**src/rtl/aha_wdog_kicker.sv**
```systemverilog
// AHB-Lite master that runs unlock / interrupt-clear / relock writes on the CMSDK watchdog.
// Request to DONE takes 8 cycles with no wait states; every phase holds until HREADY=1.
module aha_wdog_kicker #(
  parameter logic [31:0] WDOG_BASE = 32'h4000_0000,
  parameter logic [31:0] LOCK_KEY  = 32'h1ACC_E551,
  parameter int unsigned CNT_W     = 32
) (
  input  logic             HCLK,
  input  logic             HRESETn,
  input  logic             ENABLE,
  input  logic [CNT_W-1:0] PERIOD,
  input  logic             KICK_REQ,
  output logic [31:0]      HADDR,
  output logic [1:0]       HTRANS,
  output logic             HWRITE,
  output logic [2:0]       HSIZE,
  output logic [2:0]       HBURST,
  output logic [3:0]       HPROT,
  output logic             HMASTLOCK,
  output logic [31:0]      HWDATA,
  input  logic             HREADY,
  input  logic             HRESP,
  input  logic [31:0]      HRDATA,
  output logic             BUSY,
  output logic             DONE,
  output logic             ERROR,
  output logic [15:0]      KICK_COUNT
);

  localparam logic [2:0] S_IDLE  = 3'd0;
  localparam logic [2:0] S_A_UNL = 3'd1;
  localparam logic [2:0] S_D_UNL = 3'd2;
  localparam logic [2:0] S_A_CLR = 3'd3;
  localparam logic [2:0] S_D_CLR = 3'd4;
  localparam logic [2:0] S_A_LCK = 3'd5;
  localparam logic [2:0] S_D_LCK = 3'd6;
  localparam logic [2:0] S_FIN   = 3'd7;

  localparam logic [1:0]       TR_IDLE   = 2'b00;
  localparam logic [1:0]       TR_NONSEQ = 2'b10;
  localparam logic [31:0]      ADDR_LOCK = WDOG_BASE + 32'h0000_0C00;
  localparam logic [31:0]      ADDR_ICLR = WDOG_BASE + 32'h0000_000C;
  localparam logic [CNT_W-1:0] CNT_ONE   = {{(CNT_W-1){1'b0}}, 1'b1};

  logic [2:0]       state_q, state_d;
  logic             pend_q, pend_d;
  logic             err_q, err_d;
  logic [CNT_W-1:0] cnt_q, cnt_d;
  logic             run_q, run_d;
  logic [31:0]      haddr_q, haddr_d;
  logic [1:0]       htrans_q, htrans_d;
  logic             hwrite_q, hwrite_d;
  logic [31:0]      hwdata_q, hwdata_d;
  logic             busy_q, busy_d;
  logic             done_q, done_d;
  logic             error_q, error_d;
  logic [15:0]      kcnt_q, kcnt_d;

  logic [CNT_W-1:0] cnt_cur;
  logic             tick;
  logic             take;
  logic             dphase;
  logic             err_hit;
  logic             addr_phase_d;
  logic             unused_hrdata;

  assign unused_hrdata = ^HRDATA;

  always_comb begin
    run_d   = 1'b0;
    cnt_d   = cnt_q;
    tick    = 1'b0;
    // While idle the counter is logically parked at PERIOD, so the first interval is a full one.
    cnt_cur = run_q ? cnt_q : PERIOD;
    if (ENABLE && (PERIOD != '0)) begin
      run_d = 1'b1;
      if (cnt_cur == '0) begin
        tick  = 1'b1;
        cnt_d = PERIOD - CNT_ONE;
      end else begin
        cnt_d = cnt_cur - CNT_ONE;
      end
    end
  end

  always_comb begin
    state_d = state_q;
    take    = 1'b0;
    dphase  = (state_q == S_D_UNL) || (state_q == S_D_CLR) || (state_q == S_D_LCK);
    err_hit = dphase && HRESP;
    unique case (state_q)
      S_IDLE:  if (pend_q) begin
                 state_d = S_A_UNL;
                 take    = 1'b1;
               end
      S_A_UNL: if (HREADY) state_d = S_D_UNL;
      S_D_UNL: if (HREADY) state_d = (HRESP || err_q) ? S_A_LCK : S_A_CLR;
      S_A_CLR: if (HREADY) state_d = S_D_CLR;
      // A failed unlock or clear still goes on to relock the watchdog.
      S_D_CLR: if (HREADY) state_d = (HRESP || err_q) ? S_A_LCK : S_A_CLR + 3'd2;
      S_A_LCK: if (HREADY) state_d = S_D_LCK;
      S_D_LCK: if (HREADY) state_d = S_FIN;
      default: state_d = S_IDLE;
    endcase

    pend_d = (pend_q && !take) || KICK_REQ || tick;
    err_d  = (state_q == S_FIN) ? 1'b0 : (err_q || err_hit);
  end

  always_comb begin
    addr_phase_d = (state_d == S_A_UNL) || (state_d == S_A_CLR) || (state_d == S_A_LCK);
    htrans_d     = addr_phase_d ? TR_NONSEQ : TR_IDLE;
    hwrite_d     = addr_phase_d;
    haddr_d      = haddr_q;
    hwdata_d     = hwdata_q;
    unique case (state_d)
      S_A_UNL, S_A_LCK: haddr_d  = ADDR_LOCK;
      S_A_CLR:          haddr_d  = ADDR_ICLR;
      S_D_UNL:          hwdata_d = LOCK_KEY;
      S_D_CLR:          hwdata_d = 32'h0000_0001;
      S_D_LCK:          hwdata_d = 32'h0000_0000;
      default:          ;
    endcase
    busy_d  = (state_d != S_IDLE);
    done_d  = (state_d == S_FIN);
    error_d = (state_d == S_FIN) && (err_q || err_hit);
    kcnt_d  = (state_d == S_FIN) ? kcnt_q + 16'd1 : kcnt_q;
  end

  always_ff @(posedge HCLK or negedge HRESETn) begin
    if (!HRESETn) begin
      state_q  <= S_IDLE;
      pend_q   <= 1'b0;
      err_q    <= 1'b0;
      cnt_q    <= '0;
      run_q    <= 1'b0;
      haddr_q  <= 32'h0;
      htrans_q <= TR_IDLE;
      hwrite_q <= 1'b0;
      hwdata_q <= 32'h0;
      busy_q   <= 1'b0;
      done_q   <= 1'b0;
      error_q  <= 1'b0;
      kcnt_q   <= 16'h0;
    end else begin
      state_q  <= state_d;
      pend_q   <= pend_d;
      err_q    <= err_d;
      cnt_q    <= cnt_d;
      run_q    <= run_d;
      haddr_q  <= haddr_d;
      htrans_q <= htrans_d;
      hwrite_q <= hwrite_d;
      hwdata_q <= hwdata_d;
      busy_q   <= busy_d;
      done_q   <= done_d;
      error_q  <= error_d;
      kcnt_q   <= kcnt_d;
    end
  end

  assign HADDR      = haddr_q;
  assign HTRANS     = htrans_q;
  assign HWRITE     = hwrite_q;
  assign HSIZE      = 3'b010;
  assign HBURST     = 3'b000;
  assign HPROT      = 4'b0011;
  assign HMASTLOCK  = 1'b0;
  assign HWDATA     = hwdata_q;
  assign BUSY       = busy_q;
  assign DONE       = done_q;
  assign ERROR      = error_q;
  assign KICK_COUNT = kcnt_q;

endmodule
```
**config.mk**
```make
export PLATFORM = sky130hd
export DESIGN_NAME = aha_wdog_kicker
export DESIGN_NICKNAME = d
export VERILOG_FILES = /design/src/rtl/aha_wdog_kicker.sv
export SDC_FILE = /design/constraint.sdc
export NUM_CORES = 1
export LEC_CHECK = 0
export CORE_UTILIZATION = 43
export DETAILED_ROUTE_END_ITERATION = 7
export HOLD_SLACK_MARGIN = 0.06
export PLACE_DENSITY_LB_ADDON = 0.15
export SLEW_MARGIN = 20
export SYNTH_ARGS = -nofsm -noshare
export SYNTH_HDL_FRONTEND = slang
export SYNTH_SLANG_ARGS = --single-unit
```
**constraint.sdc**
```tcl
create_clock -name HCLK -period 3.9 [get_ports HCLK]
set_clock_uncertainty 0.1 [all_clocks]
set_input_delay 0.78 -clock HCLK [delete_from_list [all_inputs] [get_ports HCLK]]
set_output_delay 0.78 -clock HCLK [all_outputs]
set_load 0.02 [all_outputs]
```
# Yosys cells after proc, flatten, opt, wreduce, memory -nomap -nowiden

Cells that the tools add are included.

Bits of input ports: 70
Bits in registers: 124
Word-level logic and storage cells: 70

Multiplexer cells: 20
Add/subtract/negate cells: 3
Reduce and logical (&&, ||, !) cells: 20
Eq/ne operators: 14

Operators with widths:

| operator                                                              | number |
|---|---|
| 32-bit case mux with 3 select lines                                   | 1 |
| 32-bit 2-to-1 mux                                                     | 2 |
| 32-bit case mux with 2 select lines                                   | 1 |
| 32-bit by 1-bit subtractor with 32-bit output (second input constant) | 2 |
| 32-bit logical NOT                                                    | 1 |
| 32-bit nonzero test                                                   | 1 |
| 3-bit == test (second input constant)                                 | 8 |
| 3-bit 2-to-1 mux                                                      | 8 |
| 3-bit case mux with 7 select lines                                    | 1 |
| 16-bit by 1-bit adder with 16-bit output (second input constant)      | 1 |
| 3-bit by 2-bit == test with 1-bit output (second input constant)      | 4 |
| 1-bit logical OR                                                      | 8 |
| 3-bit by 1-bit == test with 1-bit output (second input constant)      | 2 |
| 1-bit 2-to-1 mux                                                      | 6 |
| 3-bit nonzero test                                                    | 2 |
| 1-bit logical AND                                                     | 4 |
| 3-bit logical NOT                                                     | 1 |
| 2-bit 2-to-1 mux                                                      | 1 |
| 2-bit nonzero test                                                    | 1 |
| 2-bit OR reduction                                                    | 1 |
| 1-bit logical NOT                                                     | 1 |

# Longest topological paths before layout

Depth after elaboration: 8
Mapped depth: 17
Depth with buffers taken out: 13

# Worst setup path before layout

Ideal clock, no wire load.

Path type: in2reg
Start point: input PERIOD[22]
End point: register cnt_q[16]
Setup slack: -0.231 ns
Data arrival time: 3.908 ns
Stages: 16
Setup time: 0.123 ns
Path through: clkbuf_1 -> nor4_1 -> a41o_1 -> buf_6 -> a21o_1 -> clkbuf_1 -> a22oi_1 -> ha_1 -> clkbuf_1 -> nand4_1 -> a31oi_1 -> o211ai_1 -> a221oi_1 -> a31oi_1 -> o21a_1 -> o221a_2

Longest elaborated chain between the ends: 3
Elaborated cells on any way between the ends: 5
Those cells by class: mux (2); reduce/logical (3)

RTL lines:

| element              | line | text |
|---|---|---|
| from (decl)          | 11   | `input logic [CNT_W-1:0] PERIOD,` |
| 32-bit 2-to-1 mux    | 74   | `cnt_cur = run_q ? cnt_q : PERIOD;` |
| 32-bit logical NOT   | 77   | `if (cnt_cur == '0) begin` |
| 32-bit 2-to-1 mux    | 77   |  |
| to (signal assigned) | 149  | `cnt_q <= cnt_d;` |
| to (decl)            | 48   | `logic [CNT_W-1:0] cnt_q, cnt_d;` |

Several ways; a longest one is shown, not always the timed one.
A chain may end at the register's enable or synchronous reset.

# Worst setup path after layout

Start point: input PERIOD[21]
End point: register cnt_q[16]

The elaborated chain is that of the path after synthesis.

==> results.sh <==
export IMPL_hpwl_detailed_um=12300
export IMPL_ys_seq_elements=63
export IMPL_clk_insertion_delay_late_ns=0.34
export IMPL_slew_violations=0
export IMPL_async_flop_share=1.000
export IMPL_grt_ovfl_total=0
export IMPL_rr_startpoint="run_q$_DFF_PN0_"
export IMPL_p_leak_nw=2.886
export IMPL_xor_xnor_share_of_the_synthesized_area=0.04577
export IMPL_root_buffer="clkbuf_16"
export IMPL_grt_max_degree=45
export IMPL_layoutNonFillerInstCount=962
export IMPL_period_share=0.9563
export IMPL_max_slew_margin=0.6026
export IMPL_placedCellCount=946
export IMPL_worstPathMaxFanout=5
export IMPL_htree_levels=3
export IMPL_cp_cell_instances="clkdlybuf4s50_1, nor3_2, a22oi_2, a2111oi_4, a21o_1, a22oi_1, ha_2, nand4_1, a31oi_1, o211ai_1, buf_4, a221oi_4, a31oi_1, o21a_1, o221a_2"
export IMPL_fp_dieArea_um2=12910
export IMPL_drv_cap=0
export IMPL_diodes=0
export IMPL_detail_route_wirelength_um=16440
export IMPL_global_route_usage_sum=0.2655
export IMPL_seq_area_um2=1578
export IMPL_timing_reg2reg_setup_slack_ns=0.23
export IMPL_p_per_area_nw_per_um2=425.1
export IMPL_cts_tree="done"
export IMPL_global_route_wire_length_before_repair_um=26770
export IMPL_worst_hold_check_path_type="in -> async"
export IMPL_first_iter_violations=452
export IMPL_syn_to_final_growth_pct=28.28
export IMPL_fp_coreArea_um2=12060
export IMPL_cp_endpoint="cnt_q[16]$_DFFE_PN0P_"
export IMPL_mostFrequentLayoutCell="buf_4"
export IMPL_clk_transition_reported_paths_ns=0.06
export IMPL_achievable_frequency_mhz=268.1
export IMPL_fillers=1114
export IMPL_drt_first_pass_iters=5
export IMPL_die_y_um=113.6
export IMPL_clock_sinks=63
export IMPL_placement_io_buffers=78
export IMPL_compound_gate_portion_of_the_synthesized_area=0.2562
export IMPL_fin_util=0.5698
export IMPL_layout_cells_most_common_list="82 x buf_4, 77 x clkdlybuf4s50_1, 64 x nand2_1"
export IMPL_grt_antenna_before_repair=0
export IMPL_placedInstanceArea_um2=6514
export IMPL_vias=5485
export IMPL_synthSimpleGateAreaFrac=0.2186
export IMPL_worstReg2RegEnd="cnt_q[20]$_DFFE_PN0P_"
export IMPL_worst_setup_path_type="in -> reg"
export IMPL_worst_path_dominant_cell_family="compound AO/OA/AOI/OAI gates"
export IMPL_wl_per_cell_um=17.09
export IMPL_synthFlopType="dfrtp_1"
export IMPL_hold_buffers=0
export IMPL_critical_path_slowest_cell="clkdlybuf4s50_1"
export IMPL_grt_pass1_vias=5245
export IMPL_timing_critical_path_to_type="register"
export IMPL_timing_critical_path_depth=15
export IMPL_tightestPinTransition_ns=0.5960
export IMPL_synth_enable_flop_cells=0
export IMPL_report_power_total_w=0.002922
export IMPL_mappedNetlistArea_um2=5358
export IMPL_rows=40
export IMPL_crit_required_ns=4.03
export IMPL_layout_drive_gt1_share=0.1776
export IMPL_yosysSeqAreaShare=0.2943
export IMPL_synth_fa_ha_area_frac=0.004671
export IMPL_cts_max_path_buffers=2
export IMPL_worst_ir_drop_vdd_mv=0.1972
export IMPL_synth_warning_count=0
export IMPL_crit_start="PERIOD[21]"
export IMPL_library_cells_used_by_synthesis=73
export IMPL_drt_drc_violations_left=0
export IMPL_critPathArrivalTime_ns=3.86
export IMPL_hold_violations=0
export IMPL_number_of_setup_violations_in_the_final_report=0
export IMPL_slowest_delay_ns=0.55
export IMPL_period_needed_ns=3.730
export IMPL_reg2regPathDepth=15
export IMPL_ant_nets=0
export IMPL_muxShareOfSynthArea=0.03153
export IMPL_postSynthCellCount=677
export IMPL_main_combinational_cell_family_by_area_after_synthesis="compound AO/OA/AOI/OAI gates"
export IMPL_ios=167
export IMPL_die_width_um=113.6
export IMPL_footprint_of_the_multi_input_gates_um2=3246
export IMPL_initial_core_util=0.4442
export IMPL_synth_area_per_cell_um2=7.914
export IMPL_cts_setup_buffers=0
export IMPL_path_common_cell="a31oi_1"
export IMPL_numCtsBuffers=9
export IMPL_critical_path_buf_inv_count=2
export IMPL_routabilityCongestion=0.9507
export IMPL_avgViaCountPerCell=5.702
export IMPL_layout_nets=861
export IMPL_final_design_area_no_fill_um2=6873
export IMPL_startpoint_class_of_the_critical_path="input port"
export IMPL_run_status="completed"
state kept, by name, indices dropped and copies added, names as in the netlist, 2 cells and up:
register    flops
state_q         3
HADDR           3
HWDATA          2
cnt_q          32
KICK_COUNT     16
stage by stage:
step / worst slack [ns] / TNS, ns / hold WS (ns)
floorplan: 0.008412 / 0 / 0.3677
global placement: -0.1871 / -0.9106 / 0.3594
detailed placement: -0.2928 / -1.515 / 0.3624
CTS: 0.05102 / 0 / 0.3541
global route: -0.005055 / -0.005055 / 0.3794
finish: 0.1703 / 0 / 0.3485
logic make-up (layout without fill, tap and decap cells):
group           Yosys count  after routing
buf+inv                 131            194
mux                      16             16
compound gates          201            201
flops                    63             63
fa+ha+maj                 2              2
xor+xnor                 28             28
other cells               2             56
simple gates            234            234
where the power goes:
group	internal, W	switching [W]
sequential	0.000775	0.000187
clock	0.000580	0.000322
combinational	0.000486	0.000572
synth_stat cells, drive strengths merged (8+ instances only):
cell / count / area [um2]
or2: 8 / 50.05
o22ai: 13 / 81.33
nand2: 64 / 240.2
a21oi: 37 / 188.9
inv: 15 / 56.30
nor4: 11 / 75.07
or3: 12 / 80.08
a221oi: 9 / 78.83
o31ai: 8 / 65.06
nor3: 36 / 180.2
a31oi: 26 / 162.7
o21ai: 50 / 250.2
dfrtp: 63 / 1577
xnor2: 20 / 175.2
buf: 80 / 598.1
xor2: 8 / 70.07
nor2: 41 / 153.9
mux2i: 9 / 90.09
clkbuf: 36 / 136.4
nand3: 22 / 110.1
nand4: 9 / 56.30
worst min path at each step:
stage	start	end	cells past startpoint
5_1_grt	HRESETn	cnt_q[7]$_DFFE_PN0P_	1
6_report	HRESETn	cnt_q[22]$_DFFE_PN0P_	1
3_3_place_gp	KICK_COUNT[15]$_DFFE_PN0P_	KICK_COUNT[15]$_DFFE_PN0P_	1
3_5_place_dp	HADDR[30]$_DFFE_PN0P_	HADDR[30]$_DFFE_PN0P_	1
2_1_floorplan	cnt_q[31]$_DFFE_PN0P_	cnt_q[31]$_DFFE_PN0P_	1
4_1_cts	HRESETn	cnt_q[22]$_DFFE_PN0P_	1
per-layer routing:
layer / share of wire / track usage / vias up
met1: 0.42 / 0.3314 / 2606
li1: - / - / 2600
met3: 0.061 / 0.04304 / 51
met2: 0.49 / 0.4528 / 228
met4: 0.036 / 0.1158 / 0
met5: 0 / 0 / -
what timing repair did:
action | in CTS | in global routing
endpoints found under the setup margin | 0 | 5
hold endpoints to repair | 0 | 0
resized for setup | 0 | 5
layout make-up:
type / instances / share of cell area
Clock buffer: 10 / 0.03477
Clock inverter: 6 / 0.01347
Inverter: 15 / 0.008192
Multi-Input combinational cell: 537 / 0.4722
Sequential cell: 63 / 0.2296
Tap cell: 168 / 0.03058
Timing Repair Buffer: 163 / 0.2112
(Power assumes the default switching activity.)
